`config.mk`:
```
export PLATFORM = sky130hd
export DESIGN_NAME = light_timer_ctrl_flat
export DESIGN_NICKNAME = d
export VERILOG_FILES = /design/src/rtl/traffic_pkg.sv /design/src/rtl/light_timer_ctrl_if.sv /design/src/rtl/tick_divider.sv /design/src/rtl/light_timer_ctrl.sv /design/src/flat_wrapper.sv
export SDC_FILE = /design/constraint.sdc
export NUM_CORES = 1
export LEC_CHECK = 0
export ABC_AREA = 1
export BUFFER_PORTS_ARGS = -buffer_cell sky130_fd_sc_hd__clkbuf_2
export CORE_MARGIN = 5
export CORE_UTILIZATION = 60
export DETAILED_ROUTE_END_ITERATION = 8
export PLACE_DENSITY = 0.8
export SYNTH_ARGS = -nofsm -noshare
export SYNTH_HDL_FRONTEND = slang
export SYNTH_HIERARCHICAL = 1
export SYNTH_SLANG_ARGS = --single-unit
```
`constraint.sdc`:
```
create_clock -name clk -period 2.94 [get_ports clk]
set_clock_uncertainty 0.1 [all_clocks]
set_input_delay 0.147 -clock clk [delete_from_list [all_inputs] [get_ports clk]]
set_output_delay 0.147 -clock clk [all_outputs]
set_load 0.05 [all_outputs]
```
`src/rtl/traffic_pkg.sv`:
```
// Shared codes, reset defaults and the timer state encoding for the
// traffic-light timing controller.
package traffic_pkg;

   localparam logic [1:0] INT_BASE = 2'b00;
   localparam logic [1:0] INT_EXT  = 2'b01;
   localparam logic [1:0] INT_YEL  = 2'b10;
   localparam logic [1:0] INT_WALK = 2'b11;

   localparam logic [1:0] SEL_BASE = 2'b00;
   localparam logic [1:0] SEL_EXT  = 2'b01;
   localparam logic [1:0] SEL_YEL  = 2'b10;

   localparam logic [3:0] DEF_BASE = 4'd6;
   localparam logic [3:0] DEF_EXT  = 4'd3;
   localparam logic [3:0] DEF_YEL  = 4'd2;

   typedef enum logic [1:0] {
      ST_IDLE   = 2'b00,
      ST_COUNT  = 2'b01,
      ST_EXPIRE = 2'b10
   } timer_state_e;

   // A programmed zero still gives a one-second interval.
   function automatic logic [3:0] clamp_min_one(input logic [3:0] v);
      return (v == 4'd0) ? 4'd1 : v;
   endfunction

endpackage

```
`src/rtl/light_timer_ctrl_if.sv`:
```
// Reprogram, start and status signals between the light FSM / switch inputs
// (master) and the timing controller (slave).
interface light_timer_ctrl_if;
   logic       reprogram;
   logic [1:0] time_parameter_selector;
   logic [3:0] time_value;
   logic       start_timer;
   logic [1:0] interval;
   logic       expired;
   logic       busy;
   logic [3:0] remaining;
   logic       tick;
   logic       param_updated;

   modport master (
      output reprogram, time_parameter_selector, time_value, start_timer, interval,
      input  expired, busy, remaining, tick, param_updated
   );

   modport slave (
      input  reprogram, time_parameter_selector, time_value, start_timer, interval,
      output expired, busy, remaining, tick, param_updated
   );
endinterface

```
`src/rtl/tick_divider.sv`:
```
// Free-running 0..TICK_DIV-1 counter producing a one-cycle tick on the last
// count; clear restarts the second so a new interval gets a full first second.
module tick_divider #(
   parameter int TICK_DIV = 25_000_000
) (
   input  logic clk,
   input  logic g_reset,
   input  logic clear,
   output logic tick
);
   localparam int            CW   = (TICK_DIV > 2) ? $clog2(TICK_DIV) : 1;
   localparam logic [CW-1:0] LAST = CW'(TICK_DIV - 1);

   logic [CW-1:0] r_cnt;

   // Divider counter with clear and wrap.
   always_ff @(posedge clk or posedge g_reset) begin
      if (g_reset) begin
         r_cnt <= '0;
      end else if (clear) begin
         r_cnt <= '0;
      end else if (r_cnt == LAST) begin
         r_cnt <= '0;
      end else begin
         r_cnt <= r_cnt + CW'(1);
      end
   end

   assign tick = (r_cnt == LAST);
endmodule

```
`src/rtl/light_timer_ctrl.sv`:
```
// Interval parameter storage, reprogram edge detection and the single
// countdown that reports interval expiry back to the light FSM.
module light_timer_ctrl #(
   parameter int         TICK_DIV = 25_000_000,
   parameter logic [3:0] DEF_BASE = traffic_pkg::DEF_BASE,
   parameter logic [3:0] DEF_EXT  = traffic_pkg::DEF_EXT,
   parameter logic [3:0] DEF_YEL  = traffic_pkg::DEF_YEL
) (
   input logic               clk,
   input logic               g_reset,
   light_timer_ctrl_if.slave tif
);
   import traffic_pkg::*;

   logic         r_rp_q;
   logic         r_param_updated;
   logic [3:0]   r_t_base;
   logic [3:0]   r_t_ext;
   logic [3:0]   r_t_yel;
   timer_state_e r_state;
   timer_state_e w_state_nxt;
   logic [3:0]   r_remaining;
   logic [3:0]   w_remaining_nxt;
   logic [3:0]   w_load_raw;
   logic [3:0]   w_load_val;
   logic         w_rp_edge;
   logic         w_start;
   logic         w_tick;

   assign w_rp_edge = tif.reprogram & ~r_rp_q;
   // An abort in the same cycle wins over a start, so the divider is not cleared then.
   assign w_start   = tif.start_timer & ~w_rp_edge;

   tick_divider #(.TICK_DIV(TICK_DIV)) u_tick_divider (
      .clk     (clk),
      .g_reset (g_reset),
      .clear   (w_start),
      .tick    (w_tick)
   );

   // Reprogram edge detect and parameter writes.
   always_ff @(posedge clk or posedge g_reset) begin
      if (g_reset) begin
         r_rp_q          <= 1'b0;
         r_param_updated <= 1'b0;
         r_t_base        <= DEF_BASE;
         r_t_ext         <= DEF_EXT;
         r_t_yel         <= DEF_YEL;
      end else begin
         r_rp_q          <= tif.reprogram;
         r_param_updated <= w_rp_edge & (tif.time_parameter_selector != 2'b11);
         if (w_rp_edge) begin
            case (tif.time_parameter_selector)
               SEL_BASE: r_t_base <= tif.time_value;
               SEL_EXT:  r_t_ext  <= tif.time_value;
               SEL_YEL:  r_t_yel  <= tif.time_value;
               default:  ;
            endcase
         end
      end
   end

   // Interval selection from the currently stored parameters.
   always_comb begin
      w_load_raw = r_t_ext;
      case (tif.interval)
         INT_BASE: w_load_raw = r_t_base;
         INT_EXT:  w_load_raw = r_t_ext;
         INT_YEL:  w_load_raw = r_t_yel;
         INT_WALK: w_load_raw = r_t_ext;
         default:  w_load_raw = r_t_ext;
      endcase
      w_load_val = clamp_min_one(w_load_raw);
   end

   // Countdown next-state logic.
   always_comb begin
      w_state_nxt     = r_state;
      w_remaining_nxt = r_remaining;
      if (w_rp_edge) begin
         w_state_nxt     = ST_IDLE;
         w_remaining_nxt = 4'd0;
      end else if (tif.start_timer) begin
         w_state_nxt     = ST_COUNT;
         w_remaining_nxt = w_load_val;
      end else begin
         case (r_state)
            ST_COUNT: begin
               if (w_tick) begin
                  if (r_remaining <= 4'd1) begin
                     w_state_nxt     = ST_EXPIRE;
                     w_remaining_nxt = 4'd0;
                  end else begin
                     w_remaining_nxt = r_remaining - 4'd1;
                  end
               end else begin
                  w_remaining_nxt = r_remaining;
               end
            end
            ST_EXPIRE: begin
               w_state_nxt     = ST_IDLE;
               w_remaining_nxt = 4'd0;
            end
            ST_IDLE: begin
               w_state_nxt     = ST_IDLE;
               w_remaining_nxt = 4'd0;
            end
            default: begin
               w_state_nxt     = ST_IDLE;
               w_remaining_nxt = 4'd0;
            end
         endcase
      end
   end

   // Countdown state register.
   always_ff @(posedge clk or posedge g_reset) begin
      if (g_reset) begin
         r_state     <= ST_IDLE;
         r_remaining <= 4'd0;
      end else begin
         r_state     <= w_state_nxt;
         r_remaining <= w_remaining_nxt;
      end
   end

   assign tif.busy          = (r_state == ST_COUNT);
   assign tif.expired       = (r_state == ST_EXPIRE);
   assign tif.remaining     = r_remaining;
   assign tif.tick          = w_tick;
   assign tif.param_updated = r_param_updated;
endmodule

```
`src/flat_wrapper.sv`:
```
// flat-port wrapper written by rule: the top's interface ports become plain ports
module light_timer_ctrl_flat import traffic_pkg::*;
#(
   parameter int         TICK_DIV = 25_000_000,
   parameter logic [3:0] DEF_BASE = traffic_pkg::DEF_BASE,
   parameter logic [3:0] DEF_EXT  = traffic_pkg::DEF_EXT,
   parameter logic [3:0] DEF_YEL  = traffic_pkg::DEF_YEL
)
  (clk, g_reset, tif_reprogram, tif_time_parameter_selector, tif_time_value, tif_start_timer, tif_interval, tif_expired, tif_busy, tif_remaining, tif_tick, tif_param_updated);
  light_timer_ctrl_if tif_i ();
  input logic clk;
  input logic g_reset;
  input wire logic [$bits(tif_i.reprogram)-1:0] tif_reprogram;
  input wire logic [$bits(tif_i.time_parameter_selector)-1:0] tif_time_parameter_selector;
  input wire logic [$bits(tif_i.time_value)-1:0] tif_time_value;
  input wire logic [$bits(tif_i.start_timer)-1:0] tif_start_timer;
  input wire logic [$bits(tif_i.interval)-1:0] tif_interval;
  output wire logic [$bits(tif_i.expired)-1:0] tif_expired;
  output wire logic [$bits(tif_i.busy)-1:0] tif_busy;
  output wire logic [$bits(tif_i.remaining)-1:0] tif_remaining;
  output wire logic [$bits(tif_i.tick)-1:0] tif_tick;
  output wire logic [$bits(tif_i.param_updated)-1:0] tif_param_updated;
  assign tif_i.reprogram = tif_reprogram;
  assign tif_i.time_parameter_selector = tif_time_parameter_selector;
  assign tif_i.time_value = tif_time_value;
  assign tif_i.start_timer = tif_start_timer;
  assign tif_i.interval = tif_interval;
  assign tif_expired = tif_i.expired;
  assign tif_busy = tif_i.busy;
  assign tif_remaining = tif_i.remaining;
  assign tif_tick = tif_i.tick;
  assign tif_param_updated = tif_i.param_updated;
  light_timer_ctrl #(.TICK_DIV(TICK_DIV), .DEF_BASE(DEF_BASE), .DEF_EXT(DEF_EXT), .DEF_YEL(DEF_YEL)) u_core (.clk(clk), .g_reset(g_reset), .tif(tif_i));
endmodule
```
== Word level (Yosys, flattened, before mapping) ==
Cells that the tools add are included.
Word-level totals
  output and inout bits: 8
  word-level logic and storage cells: 49
  bits in registers: 45
  input port bits: 12
Operators by class
  mux-type cells: 14
  eq/ne operators: 11
  bitwise gates (word level): 5
  $add $sub $neg: 2
  magnitude comparators: 1
  reduce and logical (&&, ||, !) cells: 8
Operators with widths (number)
  two-way mux 25 bit: 2
  adder 25 x 1 -> 25 bit, second input constant: 1
  == test 25 bit, second input constant: 1
  two-way mux 4 bit: 6
  one-hot mux 4 bit (3 select lines): 1
  two-way mux 2 bit: 5
  == test 2 bit, second input constant: 4
  != test 4 x 2 -> 1 bit, second input constant: 2
  AND reduction 2 bit: 4
  == test 2 x 1 -> 1 bit, second input constant: 3
  less-or-equal comparator 4 x 1 -> 1 bit, second input constant: 1
  zero test 2 bit: 2
  zero test 4 bit: 1
  subtractor 4 x 1 -> 4 bit, second input constant: 1
  bitwise AND 1 bit: 3
  != test 2 bit, second input constant: 1
  NOT 1 bit: 2
  OR reduction 2 bit: 1

== Logic depth before layout (Yosys ltp) ==
Gate-level depths: netlist of the first run.
  depth in word-level cells: 7
  mapped depth: 10
  mapped depth without buffers: 10

== Cells and area by module ==
Netlist of the first run, hierarchy kept.
By module, submodules not included
  tick_divider: area an instance 1473.9 um2, cells each 198, times used 1, sequential area each 625.6 um2
  light_timer_ctrl: area an instance 1086.0 um2, cells each 129, times used 1, sequential area each 506.7 um2

== Least setup slack after synthesis of the first run ==
OpenSTA, ideal clock, no wires.
  kind: flip-flop to flip-flop
  from: register u_core.u_tick_divider.r_cnt[0]
  to: register u_core.r_state[0]
  buffers on the path: 0
  cell stages (with the launch flop): 9
  library setup time: 0.127 ns
  setup slack: -0.476 ns
  required time: 2.713 ns
  arrival time: 3.189 ns
  period minus slack after synthesis: 3.416 ns
  path through: dfrtp_1 -> ha_1 -> nand2_1 -> nor2_4 -> nand2_4 -> nor4_1 -> inv_1 -> nor2_1 -> o22ai_1
Between the ends
  word-level cells in the longest chain between the ends: 3
RTL lines
  start: declaration: line tick_divider.sv:14  | logic [CW-1:0] r_cnt;
  start signal: assignment: line tick_divider.sv:25  | r_cnt <= r_cnt + CW'(1);
  == test 25 bit: line tick_divider.sv:29  | assign tick = (r_cnt == LAST);
  net tif_tick: line flat_wrapper.sv:21  | output wire logic [$bits(tif_i.tick)-1:0] tif_tick;
  != test 4 x 2 -> 1 bit (no line)
  AND reduction 2 bit (no line)
  end signal: assignment: line light_timer_ctrl.sv:122  | r_state <= w_state_nxt;
  end: declaration: line light_timer_ctrl.sv:20  | timer_state_e r_state;
The timed path passes the listed nets, and every way through them passes these cells.
A chain may end at the register's enable or synchronous reset.

== Final worst setup path of the first run ==
  from: register u_core.u_tick_divider.r_cnt[0]
  to: output port tif_tick
Between the ends
  word-level cells in the longest chain between the ends: 1
RTL lines (line)
  == test 25 bit: tick_divider.sv:29
  end: declaration: flat_wrapper.sv:21
No other way between the ends.

==> reports/qor.csv, run 1 <==
stage,metric,value,unit
synthesis,Synth top area share,39.10,%
timing,RSZ-0062 raised after global routing,false,
timing,Least-Margin Pin Slew,0.9279,ns
drt,drt wl/cell,12.77,um
timing,final hold vios,0,
drt,Via Count,2173,
synthesis,Yosys warning count,6,
synthesis,Syn Area/Cell,7.829,sq um
synthesis,top-count cell post-synth,nand2_1,
placement,PortBufs,19,
clock_tree,TritonCTS Buffers,5,
layout,Finished Cell Area,2922,sq um
clock_tree,CTS sink count,45,
timing,fin crit period,2.390,ns
drt,Routed Antenna Nets,0,
die,die area,5673,sq um
power,Pwr per Cell Area,521.1,nW/um^2
die,Die Y,75.32,um
worst_hold_path,Hold/Removal Path Class,primary input to register,
layout,layout cells sized above 1,16.39,%
synthesis,most frequent cells after synthesis,"72 x nand2_1, 54 x nor2_1, 49 x inv_1",
setup_path,"Req. time, crit path",2.69,ns
synthesis,async set-reset flop share out of synthesis,100.0,%
die,row count,23,
drt,DRC,0,
placement,dpl hpwl,3.834,mm
clock_tree,CTS max path bufs,2,
timing,Sum Neg Setup Slack,0,ns
setup_path,critical path class,register to output pin,
timing,final slew viol count,0,
synthesis,Synth cell types,29,
global_route,largest net degree at the start of global routing,26,
timing,Worst slew margin,38.07,%
die,Initial Utilization,63.09,%
die,# IOs,20,
setup_path,CP startpoint kind,register,
setup_path,CP Capture Type,output pin,
synthesis,"Seq/Total Area, Yosys",44.23,%
clock_tree,CTS H-tree lvls,2,
placement,Routability Congestion,0.9036,
clock_tree,later-pin clock latency in the skew report,0.30,ns
timing,Hold WS,0.01864,ns
timing,final number of setup-violating endpoints,0,
clock_tree,post-CTS setup buffer count,0,
layout,# nets final,374,
drt,drt total wl,5.236,mm
clock_tree,Post-CTS Hold Buffers,6,
clock_tree,clk slew on worst S/H paths,0.09,ns
drt,DR iter-0 viols,110,
setup_path,critical path data arrival time,2.14,ns
status,status,finished clean,
power,worst vdd ir,0.2971,mV
die,core area,4058,sq um
synthesis,Mapped Area,2560,sq um
setup_path,Worst path slowest cell,nor4_2,
global_route,antenna violations before repair,0,
synthesis,"flops & latches, synth",45,
setup_path,CP max FO,6,
timing,fmax,418.4,MHz
drt,drt pass-1 iters,4,
timing,Final Cycle Share,81.29,%
placement,Post-DP Area,2728,sq um
global_route,vias in the first global route,2171,
layout,synth-to-layout area growth,14.13,%
clock_tree,TritonCTS clock tree,done,
synthesis,"Net Count, Synth",342,
synthesis,Synth area leader,dfrtp_1,
run,Max Cap Viol,0,
synthesis,Mapped Cells,327,
synthesis,number of synthesized flops with an enable pin,0,
global_route,global-route wire length before repair,9.239,mm
clock_tree,CTS resizes,0,
synthesis,Area contributors post-synth,"dfrtp_1 39%, nand2_1 11%, nor2_1 7.9%, inv_1 7.2%, nand3_1 5.5%",
global_route,overall routing resource usage,21.33,%
layout,ANT cells,0,
setup_path,crit path cell chain,ha_1 -> nand2_1 -> nor2_4 -> nand2_4 -> nor4_2 -> clkbuf_2,
synthesis,ys flop type,dfrtp_1,
setup_path,worst stage delay on the critical path,0.48,ns
die,die width,75.32,um
clock_tree,root buf cell,clkbuf_8,
global_route,grt ovf,0,
drt,vias per inst,5.300,
power,LEAKAGE,1.352,nW
worst paths after layout:
path	depth (start not counted)	slack (ns)	endpoint	start
setup / recovery	6	0.55	tif_tick	u_core/u_tick_divider/r_cnt[0]$_DFF_PP0_
hold / removal	3	0.02	u_core/r_t_base[3]$_DFFE_PP0P_	tif_time_value[3]
setup reg to reg	9	0.92	u_core/tif.remaining[2]$_DFFE_PP0P_	u_core/u_tick_divider/r_cnt[0]$_DFF_PP0_
hold reg to reg	2	0.39	u_core/r_t_ext[1]$_DFFE_PP1P_	u_core/r_t_ext[1]$_DFFE_PP1P_
max in group asynchronous	3	1.68	u_core/u_tick_divider/r_cnt[24]$_DFF_PP0_	g_reset
min in group asynchronous	3	0.43	u_core/r_t_base[3]$_DFFE_PP0P_	g_reset
registers in the layout, summed over array words and instances (netlist names):
| signal | flops |
|---|---|
| u_core/r_rp_q | 1 |
| u_core/r_state | 2 |
| u_core/r_t_base | 4 |
| u_core/r_t_ext | 4 |
| u_core/r_t_yel | 4 |
| u_core/tif.param_updated | 1 |
| u_core/tif.remaining | 4 |
| u_core/u_tick_divider/r_cnt | 25 |
per-layer routing:
metal	share of wire, %	global-route usage [%]
met5	0	0
met4	1.7	7.573
met3	4.4	4.617
met2	52	38.54
met1	42	24.83
through the flow:
stage                     setup WS, ns  utilization, %  std cells  power (mW)
after detailed placement        0.8582           67.22        396      0.9778
after floorplan                 0.2982               -        327      0.9104
after global routing            0.3654           72.00        410       1.596
final                           0.5501           72.00        410       1.522
after global placement          0.8895           67.22        396      0.9690
after CTS                       0.5120           72.00        410       1.537
final cells by class:
class / instances / area (sq um)
clock buffers: 5 / 68.82
clock inverters: 3 / 65.06
fillers: 335 / 1136
inverters: 50 / 200.2
multi-input cells: 231 / 1230
flip-flops and latches: 45 / 1132
well taps: 50 / 62.56
repair buffers: 26 / 162.7
power by group:
group | switching [mW] | total [mW] | internal [mW]
Sequential | 0.0343 | 0.714 | 0.679
Combinational | 0.171 | 0.257 | 0.0864
Clock | 0.214 | 0.552 | 0.338
critical path, delay by kind of cell, from the launching register on:
family	cells	cell delay [ns]
buffers and inverters	1	0.37
AND/OR/NAND/NOR	4	0.86
flip-flops	1	0.43
adder cells (fa/ha/maj)	1	0.19
logic make-up (layout without fill, tap and decap cells):
group	count (synthesis)	after routing	share of synthesized area, %
adder cells (fa/ha/maj)	3	3	1.466
AO/OA/AOI/OAI	28	28	5.914
AND/OR/NAND/NOR	184	184	34.95
buffers and inverters	51	84	7.967
flip-flops	45	45	44.23
XOR/XNOR	16	16	5.474
layout by cell type, fill, tap and decap left out, types with 2 or more instances in the layout:
master and instances:
xor2_1 11, o22ai_1 4, dlygate4sd3_1 6, nor2_1 54
clkbuf_8 5, nand3b_1 2, nand3_4 3, dfrtp_1 40
nor2_4 8, nand2_2 3, a21oi_1 7, ha_1 3
nand3_1 28, o21ai_0 13, o21ai_1 2, dfstp_2 5
inv_1 49, nand2_1 72, xnor2_1 5, nor2_2 5
nand2_4 3, clkbuf_2 19, bufinv_16 2
Power figures use the tool's default switching activity.
==> inputs of run 2 (changes only) <==
Settings changed: CORE_UTILIZATION 60 to 54, PLACE_DENSITY 0.8 to 0.76.
Clock period 2.94 ns to 2.1 ns, I/O delays scaled along.
==> run 2 against run 1 <==
Net effect:
- critical path depth is the same
- register-to-register slack worse by 0.68 ns
- total power rose by 32%
- flip-flop and latch count did not move
- clock power increased by 19%
- die area increased by 9.6%
- global-route usage down 2.7 points
- design area increased by 2.4%
- first-iteration DRC count is 8.2% higher
- setup slack got worse by 0.40 ns
- sequential share of layout area decreased by 0.92 points
- critical endpoint unchanged
==> reports/qor.csv, run 2 (same netlist as run 1, synthesis figures left out) <==
stage,metric,value,unit,change
power,Pwr per Cell Area,673.1,nW/um^2,+29%
clock_tree,CTS max path bufs,2,,unchanged
setup_path,R2R Path Start,u_core/u_tick_divider/r_cnt[0]$_DFF_PP0_,,
timing,fmax,511.8,MHz,
timing,final hold vios,0,,unchanged
power,clock network power share,32.6,%,-3.6 points
die,Initial Utilization,54.93,%,-8.2 points
global_route,M2 GR Usage,31.41,%,-7.1 points
global_route,largest net degree at the start of global routing,26,,unchanged
drt,vias per inst,5.166,,-2.5%
power,P_int,1.433,mW,+30%
placement,Routability Congestion,0.8559,,-5.3%
die,die area,6217,sq um,+9.6%
power,LEAKAGE,1.381,nW,+2.1%
global_route,antenna violations before repair,0,,unchanged
timing,Sum Neg Setup Slack,0,ns,unchanged
setup_path,critical path class,register to output pin,,
setup_path,CP Capture Type,output pin,,
drt,drt total wl,5.216,mm,-0.38%
drt,Routed Antenna Nets,0,,unchanged
layout,synth-to-layout area growth,16.91,%,
worst_hold_path,hold_sp,tif_start_timer,,
die,core area,4661,sq um,+15%
die,die width,78.85,um,+4.7%
clock_tree,TritonCTS Buffers,5,,unchanged
clock_tree,TritonCTS clock tree,done,,
timing,fin crit period,1.954,ns,
setup_path,FF-to-FF setup slack,0.24,ns,-0.68 ns
power,combinational cell fraction of total power,18.1,%,+1.2 points
placement,PortBufs,19,,unchanged
setup_path,CP max FO,5,,-1
timing,final number of setup-violating endpoints,0,,unchanged
worst_hold_path,Hold/Removal Path Class,primary input to register,,
timing,Worst slew margin,51.44,%,+13 points
global_route,global-route wire length before repair,9.101,mm,-1.5%
die,# IOs,20,,unchanged
placement,dpl hpwl,3.835,mm,about the same
die,row count,25,,+8.7%
layout,Top reg by flops,u_core/u_tick_divider/r_cnt,,
setup_path,Reg-to-Reg End,u_core/tif.remaining[0]$_DFFE_PP0P_,,
clock_tree,later-pin clock latency in the skew report,0.30,ns,about the same
global_route,vias in the first global route,2048,,-5.7%
layout,ANT cells,0,,unchanged
timing,Final Cycle Share,93.04,%,
power,worst vdd ir,0.3580,mV,+20%
timing,final slew viol count,0,,unchanged
timing,Least-Margin Pin Slew,0.7276,ns,-0.2002 ns
clock_tree,CTS H-tree lvls,2,,unchanged
drt,drt pass-1 iters,4,,unchanged
power,Psw,0.5813,mW,+39%
setup_path,R2R depth,10,,+1
layout,FF/Latch Area,1132,sq um,unchanged
layout,"commonest non-fill, non-tap cell in the layout",nand2_1,,
status,status,finished clean,,
drt,DRC,0,,unchanged
power,Switching Share,28.86,%,+1.3 points
layout,"commonest non-fill, non-tap cells in the layout","72 x nand2_1, 53 x nor2_1, 49 x inv_1",,
timing,RSZ-0062 raised after global routing,false,,
clock_tree,CTS sink count,45,,unchanged
layout,# nets final,382,,+2.1%
worst_hold_path,Hold Path Stages,4,,+1
setup_path,critical path data arrival time,1.75,ns,-0.39 ns
global_route,busiest layer in global routing,met2,,
die,Die Y,78.85,um,+4.7%
setup_path,"Req. time, crit path",1.89,ns,-0.80 ns
global_route,grt ovf,0,,unchanged
layout,area occupied by multi-input gates,1241,sq um,+0.92%
drt,drt wl/cell,12.36,um,-3.2%
power,Final Total Pwr,2.014,mW,+32%
layout,layout cells sized above 1,17.93,%,+1.5 points
worst_hold_path,hold endpoint,u_core/r_state[1]$_DFFE_PP0P_,,
layout,fillers,404,,+21%
global_route,overall routing resource usage,18.60,%,-2.7 points
clock_tree,root buf cell,clkbuf_8,,
power,sequential share of power,49.4,%,+2.5 points
drt,Via Count,2180,,+0.32%
drt,DR iter-0 viols,119,,+8.2%
global_route,met3 global-route usage,4.195,%,-0.42 points
run,Max Cap Viol,0,,unchanged
global_route,met1 GRT Util,23.41,%,-1.4 points
clock_tree,clk slew on worst S/H paths,0.08,ns,about the same
setup_path,CP startpoint kind,register,,
layout,max FFs per register,25,,unchanged
## run 2: per-stage QoR
| step | instances | utilization [%] | hold WS [ns] | instance area [sq um] | worst slack, ns |
|---|---|---|---|---|---|
| finish | 422 | 64.21 | 0.02541 | 2993 | 0.1462 |
| CTS | 418 | 63.52 | 0.02286 | 2960 | 0.08184 |
| detailed placement | 400 | 58.82 | 0.07399 | 2741 | 0.1084 |
| global route | 422 | 64.21 | 0.03636 | 2993 | 0.02085 |
| floorplan | 327 | - | -0.03488 | 2575 | 0.01069 |
| global placement | 400 | 58.82 | 0.07202 | 2741 | 0.2074 |
## run 2: critical path, stage by stage, from the launching register on
cell and delay [ns]:
dfrtp_1 0.36, ha_1 0.17, nand2_1 0.10, nor2_4 0.16
nand2_4 0.11, nor4_4 0.31, clkbuf_8 0.24
## run 2: worst max-delay path by stage
stage	startpoint	end	slack [ns]	depth (start not counted)
final	u_core/u_tick_divider/r_cnt[0]$_DFF_PP0_	tif_tick	0.15	6
after global routing	u_core/u_tick_divider/r_cnt[0]$_DFF_PP0_	tif_tick	0.02	6
after CTS	u_core/r_rp_q$_DFF_PP0_	u_core/u_tick_divider/r_cnt[13]$_DFF_PP0_	0.08	6
after detailed placement	u_core/r_rp_q$_DFF_PP0_	u_core/u_tick_divider/r_cnt[13]$_DFF_PP0_	0.11	6
after global placement	u_core/r_rp_q$_DFF_PP0_	u_core/u_tick_divider/r_cnt[11]$_DFF_PP0_	0.21	6
after floorplan	u_core/u_tick_divider/r_cnt[0]$_DFF_PP0_	u_core/r_state[0]$_DFFE_PP0P_	0.01	8
## run 2: what timing repair did
item	4_1_cts	5_1_grt
pin swaps	1	2
gates resized for setup	2	1
hold buffers	8	0
setup buffers	2	4
hold endpoints to repair	54	0
setup endpoints to repair	1	15
## run 2: cell type report
| class | count | area share (%) |
|---|---|---|
| Clock inverter | 3 | 1.547 |
| Tap cell | 54 | 2.258 |
| Clock buffer | 5 | 2.299 |
| Inverter | 50 | 6.689 |
| Sequential cell | 45 | 37.83 |
| Timing Repair Buffer | 34 | 7.901 |
| Multi-Input combinational cell | 231 | 41.47 |
## run 2: power by group through the flow
stage,combinational (mW),sequential (mW),clock [mW]
floorplan,0.222,1.05,0
global placement,0.344,1.01,0
detailed placement,0.347,1.01,0
CTS,0.366,0.994,0.675
global route,0.407,1.01,0.721
finish,0.364,0.995,0.656
## run 2: metal layers
layer | routed length [um] | part of all wire, % | vias up
li1 | - | - | 1098
met1 | 2360 | 45 | 1029
met2 | 2535 | 49 | 44
met3 | 230 | 4.4 | 9
met4 | 89 | 1.7 | 0
met5 | 0 | 0 | -
